<file path="src/rtl/adder_io_pkg.sv">
// Shared definitions for the ASCII operand front end of the 5-bit adder.
//   ASCII_*   : byte values recognised by the parser
//   state_t   : parser FSM states
//   err_t     : error codes reported on err_code
//   SEL_X/Y   : operand selector values (also the err_sel encoding)
package adder_io_pkg;

   localparam logic [7:0] ASCII_LF = 8'h0A;
   localparam logic [7:0] ASCII_0  = 8'h30;
   localparam logic [7:0] ASCII_9  = 8'h39;

   localparam logic SEL_X = 1'b0;
   localparam logic SEL_Y = 1'b1;

   typedef enum logic [2:0] {
      D1,
      D2,
      EOL,
      FLUSH,
      HOLD
   } state_t;

   typedef enum logic [1:0] {
      ERR_NONE,
      ERR_NONDIGIT,
      ERR_RANGE,
      ERR_LONG
   } err_t;

endpackage

</file>
<file path="src/rtl/ascii_digit_decode.sv">
// Combinational classifier for one ASCII byte.
//   char_in  : byte under test
//   is_digit : byte is '0'..'9'
//   is_lf    : byte is line feed
//   digit    : numeric value of the digit (0 when not a digit)
module ascii_digit_decode
   import adder_io_pkg::*;
(
   input  logic [7:0] char_in,
   output logic       is_digit,
   output logic       is_lf,
   output logic [3:0] digit
);

   assign is_digit = (char_in >= ASCII_0) && (char_in <= ASCII_9);
   assign is_lf    = (char_in == ASCII_LF);
   // '0'..'9' are 0x30..0x39, so the low nibble is already the value.
   assign digit    = is_digit ? char_in[3:0] : 4'd0;

endmodule

</file>
<file path="src/rtl/ascii_operand_loader.sv">
// Parses two LF-terminated ASCII decimal operands (X then Y, 0..MAX_VAL)
// from a valid/ready byte stream and presents them to the 5-bit adder,
// holding the pair until acknowledged.
//   clk, rst            : clock, asynchronous active-high reset
//   char_in/char_valid  : byte stream input
//   char_ready          : byte accepted when char_valid && char_ready
//   x, y                : parsed operands for the adder
//   op_valid / op_ack   : pair complete / consumer took the pair
//   err_valid           : one-cycle error pulse
//   err_code, err_sel   : error type and operand in error (0 = X, 1 = Y)
module ascii_operand_loader
   import adder_io_pkg::*;
#(
   parameter int MAX_VAL = 31
)
(
   input  logic       clk,
   input  logic       rst,
   input  logic [7:0] char_in,
   input  logic       char_valid,
   output logic       char_ready,
   output logic [4:0] x,
   output logic [4:0] y,
   output logic       op_valid,
   input  logic       op_ack,
   output logic       err_valid,
   output logic [1:0] err_code,
   output logic       err_sel
);

   state_t     state_reg, state_next;
   logic       sel_reg, sel_next;
   logic [3:0] d1_reg;
   logic [4:0] val_reg;
   logic [4:0] x_reg, y_reg;
   logic       err_valid_reg;
   err_t       err_code_reg;
   logic       err_sel_reg;

   logic       is_digit, is_lf;
   logic [3:0] digit;
   logic       accept;
   logic [6:0] v_wide;

   // control strobes from the next-state logic to the datapath
   logic       latch_d1, latch_v, load, err_set;
   err_t       err_type;
   logic [4:0] load_val;

   ascii_digit_decode u_decode (
      .char_in  (char_in),
      .is_digit (is_digit),
      .is_lf    (is_lf),
      .digit    (digit)
   );

   assign accept = char_valid && char_ready;
   // Two-digit value, wide enough for "99" so the range test is exact.
   assign v_wide = 7'(d1_reg) * 7'd10 + 7'(digit);

   // ---------------- state register ----------------
   always_ff @(posedge clk or posedge rst) begin
      if (rst) begin
         state_reg <= D1;
         sel_reg   <= SEL_X;
      end else begin
         state_reg <= state_next;
         sel_reg   <= sel_next;
      end
   end

   // ---------------- next-state logic ----------------
   always_comb begin
      state_next = state_reg;
      sel_next   = sel_reg;
      latch_d1   = 1'b0;
      latch_v    = 1'b0;
      load       = 1'b0;
      load_val   = val_reg;
      err_set    = 1'b0;
      err_type   = ERR_NONE;

      case (state_reg)
         D1: begin
            if (accept) begin
               if (is_digit) begin
                  latch_d1   = 1'b1;
                  state_next = D2;
               end else if (is_lf) begin
                  // empty line: nothing to flush, stay put
                  err_set  = 1'b1;
                  err_type = ERR_NONDIGIT;
               end else begin
                  err_set    = 1'b1;
                  err_type   = ERR_NONDIGIT;
                  state_next = FLUSH;
               end
            end
         end
         D2: begin
            if (accept) begin
               if (is_lf) begin
                  load     = 1'b1;
                  load_val = {1'b0, d1_reg};
               end else if (is_digit) begin
                  if (v_wide > 7'(MAX_VAL)) begin
                     err_set    = 1'b1;
                     err_type   = ERR_RANGE;
                     state_next = FLUSH;
                  end else begin
                     latch_v    = 1'b1;
                     state_next = EOL;
                  end
               end else begin
                  err_set    = 1'b1;
                  err_type   = ERR_NONDIGIT;
                  state_next = FLUSH;
               end
            end
         end
         EOL: begin
            if (accept) begin
               if (is_lf) begin
                  load = 1'b1;
               end else begin
                  err_set    = 1'b1;
                  err_type   = ERR_LONG;
                  state_next = FLUSH;
               end
            end
         end
         FLUSH: begin
            // same operand is retried; sel is left alone
            if (accept && is_lf) begin
               state_next = D1;
            end
         end
         HOLD: begin
            if (op_ack) begin
               state_next = D1;
               sel_next   = SEL_X;
            end
         end
         default: begin
            state_next = D1;
         end
      endcase

      if (load) begin
         if (sel_reg == SEL_X) begin
            sel_next   = SEL_Y;
            state_next = D1;
         end else begin
            state_next = HOLD;
         end
      end
   end

   // ---------------- outputs ----------------
   always_comb begin
      op_valid   = 1'b0;
      char_ready = 1'b1;
      if (state_reg == HOLD) begin
         op_valid   = 1'b1;
         char_ready = 1'b0;
      end
   end

   // ---------------- datapath registers ----------------
   always_ff @(posedge clk or posedge rst) begin
      if (rst) begin
         d1_reg        <= 4'd0;
         val_reg       <= 5'd0;
         x_reg         <= 5'd0;
         y_reg         <= 5'd0;
         err_valid_reg <= 1'b0;
         err_code_reg  <= ERR_NONE;
         err_sel_reg   <= SEL_X;
      end else begin
         if (latch_d1) begin
            d1_reg <= digit;
         end
         if (latch_v) begin
            val_reg <= v_wide[4:0];
         end
         if (load && (sel_reg == SEL_X)) begin
            x_reg <= load_val;
         end
         if (load && (sel_reg == SEL_Y)) begin
            y_reg <= load_val;
         end
         err_valid_reg <= err_set;
         if (err_set) begin
            err_code_reg <= err_type;
            err_sel_reg  <= sel_reg;
         end
      end
   end

   assign x         = x_reg;
   assign y         = y_reg;
   assign err_valid = err_valid_reg;
   assign err_code  = err_code_reg;
   assign err_sel   = err_sel_reg;

endmodule

</file>
<file path="config.mk">
export PLATFORM = sky130hd
export DESIGN_NAME = ascii_operand_loader
export DESIGN_NICKNAME = d
export VERILOG_FILES = /design/src/rtl/adder_io_pkg.sv /design/src/rtl/ascii_digit_decode.sv /design/src/rtl/ascii_operand_loader.sv
export SDC_FILE = /design/constraint.sdc
export NUM_CORES = 1
export LEC_CHECK = 0
export CORE_MARGIN = 3
export CORE_UTILIZATION = 60
export DETAILED_ROUTE_END_ITERATION = 10
export DONT_BUFFER_PORTS = 1
export MAX_ROUTING_LAYER = met4
export PLACE_DENSITY_LB_ADDON = 0.12
export SLEW_MARGIN = 20
export SYNTH_ARGS = -nofsm -noshare
export SYNTH_HDL_FRONTEND = slang
export SYNTH_SLANG_ARGS = --single-unit
</file>
<file path="constraint.sdc">
create_clock -name clk -period 6.2 [get_ports clk]
set_input_delay 0.93 -clock clk [delete_from_list [all_inputs] [get_ports clk]]
set_output_delay 0.93 -clock clk [all_outputs]
set_load 0.02 [all_outputs]
</file>
==> qor.csv, run 1 <==
stage,metric,value,unit
timing,rsz0062_at_grt,false,
timing,fin_hold_ws,0.5270,ns
global_routing,grt_pass1_wl,5.223,mm
timing,hold_viol,0,
logic_synthesis,syn_avg_cell_area,10.32,sq um
worst_hold_path,hold_path_depth,1,
logic_synthesis,async_reset_ff_share,100.0,%
timing,setup-violations-final,0,
cells_and_area,n_fill_cell,178,
clocking,clk_latency,0.33,ns
clocking,cts.htree.levels,1,
logic_synthesis,synthFlopType,dfrtp_1,
clocking,max-clock-path-buffers,2,
clocking,tritoncts,built,
critical_path,crit_type,input port to flip-flop,
logic_synthesis,synth-seq-area-share,43.94,%
global_routing,busiest_layer,met2,
global_routing,grt_pass1_vias,1160,
die,die_height,56.63,microns
critical_path,reg2reg_depth,9,
pwr,leakage,0.0007639,uW
critical_path,cp.required,6.44,ns
drt,num_vias,1089,
pwr,irDropWorstVdd,0.2151,mV
logic_synthesis,syn_area,0.001538,sq mm
global_routing,antenna_found_initial,0,
pwr,power_density,222.1,mW/mm^2
drt,vias_per_cell,6.153,
die,core_area,0.002318,sq mm
global_routing,grtUsageMet3,6.437,%
logic_synthesis,synth_seq_cells,27,
timing,slew_headroom,34.69,%
critical_path,arrival,3.59,ns
drt,drc,0,
logic_synthesis,synth-edff-count,0,
timing,tightest_slew,0.9737,ns
cells_and_area,fin_nets,169,
drt,routed_wl,3.033,mm
logic_synthesis,syn_inst,149,
cells_and_area,final_cell_mix,"dfrtp_1 (27), nand2_1 (22), o21ai_0 (15), mux2_2 (9), nor2_1 (8)",
global_routing,grt_util_all_layers,21.09,%
logic_synthesis,synth_cell_type_count,38,
clocking,clk_pin_slew,0.15,ns
timing,fmax,298.2,MHz
cells_and_area,n_antenna_cell,0,
clocking,post_cts_buffers,0,
logic_synthesis,ys.warnings.count,0,
die,pin_count,28,
die,die_width,56.63,microns
logic_synthesis,syn-num-nets,168,
timing,skew,0.003994,ns
drt,wire_per_inst,17.14,microns
timing,final_max_slew_viol_count,0,
die,start_util,66.32,%
cells_and_area,final_common_cell,dfrtp_1,
cells_and_area,drive_above_1_share,13.42,%
clocking,cts_sinks,27,
timing,fin_crit_sh,54.09,%
global_routing,overflow,0,
clocking,cts-root-buf,clkbuf_4,
critical_path,critPathMaxFanout,8,
place,port_buffers,0,
global_routing,use_met1,26.32,%
cells_and_area,area_growth_syn_to_layout,3.254,%
die,die_area,0.003206,sq mm
die,rows,17,
place,routabilityCongestion,0.8823,
timing,finalCriticalPeriod,3.353,ns
global_routing,grt_max_degree,28,
drt,firstDrtPassIters,4,
clocking,cts_resized,0,
clocking,cts-hold-fix-buffers,0,
drt,drt_iter0_drc,20,
run_status,status,finished clean,
worst_hold_path,hold_class,flip-flop to flip-flop,
drt,antenna_left,0,
critical_path,cp-end-kind,flip-flop,
clocking,cts_made_buffers,3,
job,maxCapViolations,0,
global_routing,grt.met2_usage,34.16,%
place,hpwlAfterDp,2.357,mm
timing,setup-tns-final,0,ns
critical_path,cp-start-kind,input port,
-- cells by family (layout without fill, tap and decap cells) --
family	count (synthesis)	after routing	share of synthesized area (%)
XOR/XNOR	5	5	2.848
flip-flops	27	27	43.94
adder cells (fa/ha/maj)	8	8	7.404
buffers and inverters	9	9	2.197
AO/OA/AOI/OAI	29	29	12.61
AND/OR/NAND/NOR	56	56	20.51
multiplexers	15	15	10.50
-- final cells by class --
cell class                      instances  area, sq um  area share [%]
Inverter                                5        18.77           1.182
Multi-Input combinational cell        113        828.3           52.17
Clock buffer                            3        22.52           1.418
Tap cell                               28        35.03           2.206
Clock inverter                          1        7.507          0.4728
Sequential cell                        27        675.6           42.55
-- worst max-delay path: stages --
cell and delay (ns):
and4bb_4 0.23, and3_1 0.17, ha_1 0.20, fa_1 0.45, and2_1 0.20, a311o_1 0.34
a31oi_1 0.24, a41oi_2 0.11, nor4_4 0.35, mux2_2 0.38
-- through the flow --
stage	instances	cell area [sq um]	power (uW)	utilization [%]	setup slack [ns]
final	177	1588	352.7	68.48	2.847
after global placement	173	1558	270.9	67.19	2.593
after CTS	177	1588	352.8	68.48	2.850
after detailed placement	173	1558	274.2	67.19	2.481
after floorplan	149	1538	260.9	-	2.690
after global routing	177	1588	370.7	68.48	2.740
-- metal layers --
| layer | wire length [microns] | share of wire [%] | vias up |
|---|---|---|---|
| met5 | 0 | 0 | - |
| met4 | 13 | 0.43 | 0 |
| met1 | 1312 | 43 | 519 |
| met2 | 1495 | 49 | 40 |
| met3 | 211 | 7.0 | 2 |
| li1 | - | - | 528 |
-- power by group --
part	internal, uW	switching, uW	leakage, uW
clock	24.7	56.8	0.0000139
sequential	191	17.4	0.000359
combinational	26.8	35.7	0.000391
-- final timing paths --
| check | startpoint | endpoint | slack, ns |
|---|---|---|---|
| worst min register to register | val_reg[2] | val_reg[2] | 0.53 |
| worst max-delay path | char_in[6] | val_reg[2] | 2.85 |
| worst min-delay path | val_reg[2] | val_reg[2] | 0.53 |
| min in group asynchronous | rst | err_code[0] | 0.56 |
| worst max register to register | d1_reg[1] | val_reg[2] | 3.13 |
| max in group asynchronous | rst | x[0] | 5.20 |
-- cells in the mapped netlist (3+ instances only) --
cell type	number	area share, %
ha_1	5	4.1
inv_1	5	1.2
nand3_1	6	2.0
mux2i_1	6	3.9
o21ai_0	15	4.9
xnor2_1	3	1.7
dfrtp_1	27	44
a21o_1	3	1.5
and3_1	3	1.2
nand2_1	22	5.4
mux2_2	9	6.6
nand2b_1	4	1.6
nor2_1	8	2.0
clkbuf_1	4	0.98
(Power assumes the default switching activity.)
==> run 2: changes to the inputs <==
==> constraint.sdc (replaced) <==
create_clock -name clk -period 3.3 [get_ports clk]
set_input_delay 0.495 -clock clk [delete_from_list [all_inputs] [get_ports clk]]
set_output_delay 0.495 -clock clk [all_outputs]
set_load 0.02 [all_outputs]
==> run 2 against run 1 <==
Against the previous run: largest cell class unchanged; critical path depth shrank 1; sequential power is 88% higher; final area is 0.24% higher; largest power group unchanged.
==> qor.csv, run 2 (same netlist as run 1, synthesis figures left out) <==
stage,metric,value,unit,change
run_status,status,finished clean,,unchanged
timing,rsz0062_at_grt,false,,unchanged
die,core_area,0.002318,sq mm,unchanged
cells_and_area,fin_nets,170,,was 169
place,place_area,0.001565,sq mm,was 0.001558 sq mm
job,maxCapViolations,0,,unchanged
global_routing,grt_util_all_layers,21.21,%,was 21.09%
timing,finalCriticalPeriod,3.077,ns,
pwr,power_density,412.4,mW/mm^2,was 222.1 mW/mm^2
timing,slew_headroom,62.40,%,was 34.69%
critical_path,path_buf_inv,0,,unchanged
timing,fin_crit_sh,93.23,%,
critical_path,critPathMaxFanout,5,,was 8
critical_path,r2r_setup_slack,0.22,ns,was 3.13 ns
critical_path,cpMostUsedCell,ha_1,,
place,routabilityCongestion,0.8858,,was 0.8823
cells_and_area,fin_area,0.001592,sq mm,was 0.001588 sq mm
critical_path,cp-start-kind,flip-flop,,was input port
critical_path,cp.required,3.53,ns,was 6.44 ns
worst_hold_path,hold_class,input port to async pin,,was flip-flop to flip-flop
global_routing,grt_pass1_wl,5.188,mm,was 5.223 mm
place,hpwlAfterDp,2.341,mm,was 2.357 mm
cells_and_area,drive_above_1_share,14.00,%,was 13.42%
die,die_area,0.003206,sq mm,unchanged
die,start_util,66.32,%,unchanged
drt,firstDrtPassIters,4,,unchanged
timing,skew,0.01364,ns,was 0.003994 ns
timing,hold_viol,0,,unchanged
critical_path,arrival,3.30,ns,was 3.59 ns
cells_and_area,area_growth_syn_to_layout,3.499,%,was 3.254%
clocking,clk_pin_slew,0.15,ns,about the same
place,port_buffers,0,,unchanged
pwr,irDropWorstVdd,0.3062,mV,was 0.2151 mV
timing,tightest_slew,0.5632,ns,was 0.9737 ns
drt,wire_per_inst,17.28,microns,was 17.14 microns
critical_path,crit_chain,"ha_1, ha_1, fa_1, xor2_1, a311o_1, a31oi_1, a41oi_2, nor4_4, mux2_2",,"was and4bb_4, and3_1, ha_1, fa_1, and2_1, a311o_1, a31oi_1, a41oi_2, nor4_4, mux2_2"
critical_path,cp.depth,9,,was 10
cells_and_area,n_antenna_cell,0,,unchanged
global_routing,grt_pass1_vias,1214,,was 1160
clocking,cts-hold-fix-buffers,0,,unchanged
timing,setup-tns-final,0,ns,unchanged
critical_path,r2r_end,val_reg[1],,was val_reg[2]
cells_and_area,final_cells,178,,was 177
pwr,report.power.total,656.3,uW,was 352.7 uW
clocking,tritoncts,built,,unchanged
die,die_height,56.63,microns,unchanged
drt,routed_wl,3.075,mm,was 3.033 mm
clocking,cts-root-buf,clkbuf_4,,unchanged
critical_path,critPathSlowestCell,dfrtp_1,,was fa_1
clocking,cts_made_buffers,3,,unchanged
critical_path,cp-end-kind,flip-flop,,unchanged
cells_and_area,final_common_cell,dfrtp_1,,unchanged
critical_path,crit_path_start,d1_reg[1],,was char_in[6]
drt,num_vias,1108,,was 1089
clocking,clk_latency,0.33,ns,about the same
place,placedCellCount,174,,was 173
global_routing,overflow,0,,unchanged
clocking,cts_resized,0,,unchanged
critical_path,worstReg2RegStart,d1_reg[1],,unchanged
global_routing,antenna_found_initial,0,,unchanged
global_routing,grt_max_degree,28,,unchanged
clocking,cts_sinks,27,,unchanged
drt,vias_per_cell,6.225,,was 6.153
timing,fmax,325.0,MHz,
timing,final_max_slew_viol_count,0,,unchanged
cells_and_area,final_cell_mix,"dfrtp_1 (27), nand2_1 (22), o21ai_0 (15), mux2_2 (9), nor2_1 (8)",,unchanged
drt,antenna_left,0,,unchanged
die,die_width,56.63,microns,unchanged
clocking,cts.htree.levels,1,,unchanged
critical_path,max_stage_delay,0.48,ns,was 0.45 ns
critical_path,reg2reg_depth,9,,unchanged
clocking,max-clock-path-buffers,2,,unchanged
timing,fin_hold_ws,0.06767,ns,was 0.5270 ns
drt,drt_iter0_drc,25,,was 20
drt,drc,0,,unchanged
die,pin_count,28,,unchanged
pwr,leakage,0.0007731,uW,was 0.0007639 uW
critical_path,cp-endpoint,val_reg[1],,was val_reg[2]
die,rows,17,,unchanged
critical_path,crit_family,adder cells,,was simple AND/OR/NAND/NOR gates
timing,setup-violations-final,0,,unchanged
critical_path,crit_type,flip-flop to flip-flop,,was input port to flip-flop
clocking,post_cts_buffers,0,,unchanged
run 2: cell count changes in the layout (fill, tap and decap cells not counted), sizes merged:
cell / before / now
inv: 4 / 5
clkinvlp: 1 / 0
clkbuf: 3 / 4
clkinv: 1 / 0
buf: 0 / 1
run 2: report_power, final:
group / internal, uW / switching (uW)
Clock: 47.5 / 99.3
Combinational: 50.4 / 66.7
Sequential: 359 / 33.2
run 2: how the worst min path moves through the flow:
stage / cells after the start / startpoint / end
final: 1 / rst / y[3]
after global routing: 1 / rst / x[3]
after CTS: 1 / char_valid / state_reg[0]
after detailed placement: 1 / val_reg[3] / val_reg[3]
after global placement: 1 / val_reg[3] / val_reg[3]
after floorplan: 1 / state_reg[2] / state_reg[0]
run 2: through the flow:
stage,setup WS (ns),utilization [%]
2_1_floorplan,0.2246,-
3_3_place_gp,0.1954,67.51
3_5_place_dp,0.06541,67.51
4_1_cts,0.2352,68.65
5_1_grt,0.1057,68.65
6_report,0.2234,68.65
run 2: final cells by class:
cell class              instances  area [sq um]
clock buffers                   4         26.28
repair buffers                  1         7.507
multi-input cells             113         828.3
flip-flops and latches         27         675.6
fillers                       188         726.9
well taps                      28         35.03
inverters                       5         18.77
run 2: layer usage:
| metal | vias up | wire length, microns | global-route usage (%) |
|---|---|---|---|
| met5 | - | 0 | - |
| met4 | 0 | 76 | 9.831 |
| met3 | 9 | 220 | 5.517 |
| met2 | 42 | 1492 | 34.65 |
| met1 | 527 | 1285 | 24.22 |
| li1 | 530 | - | - |
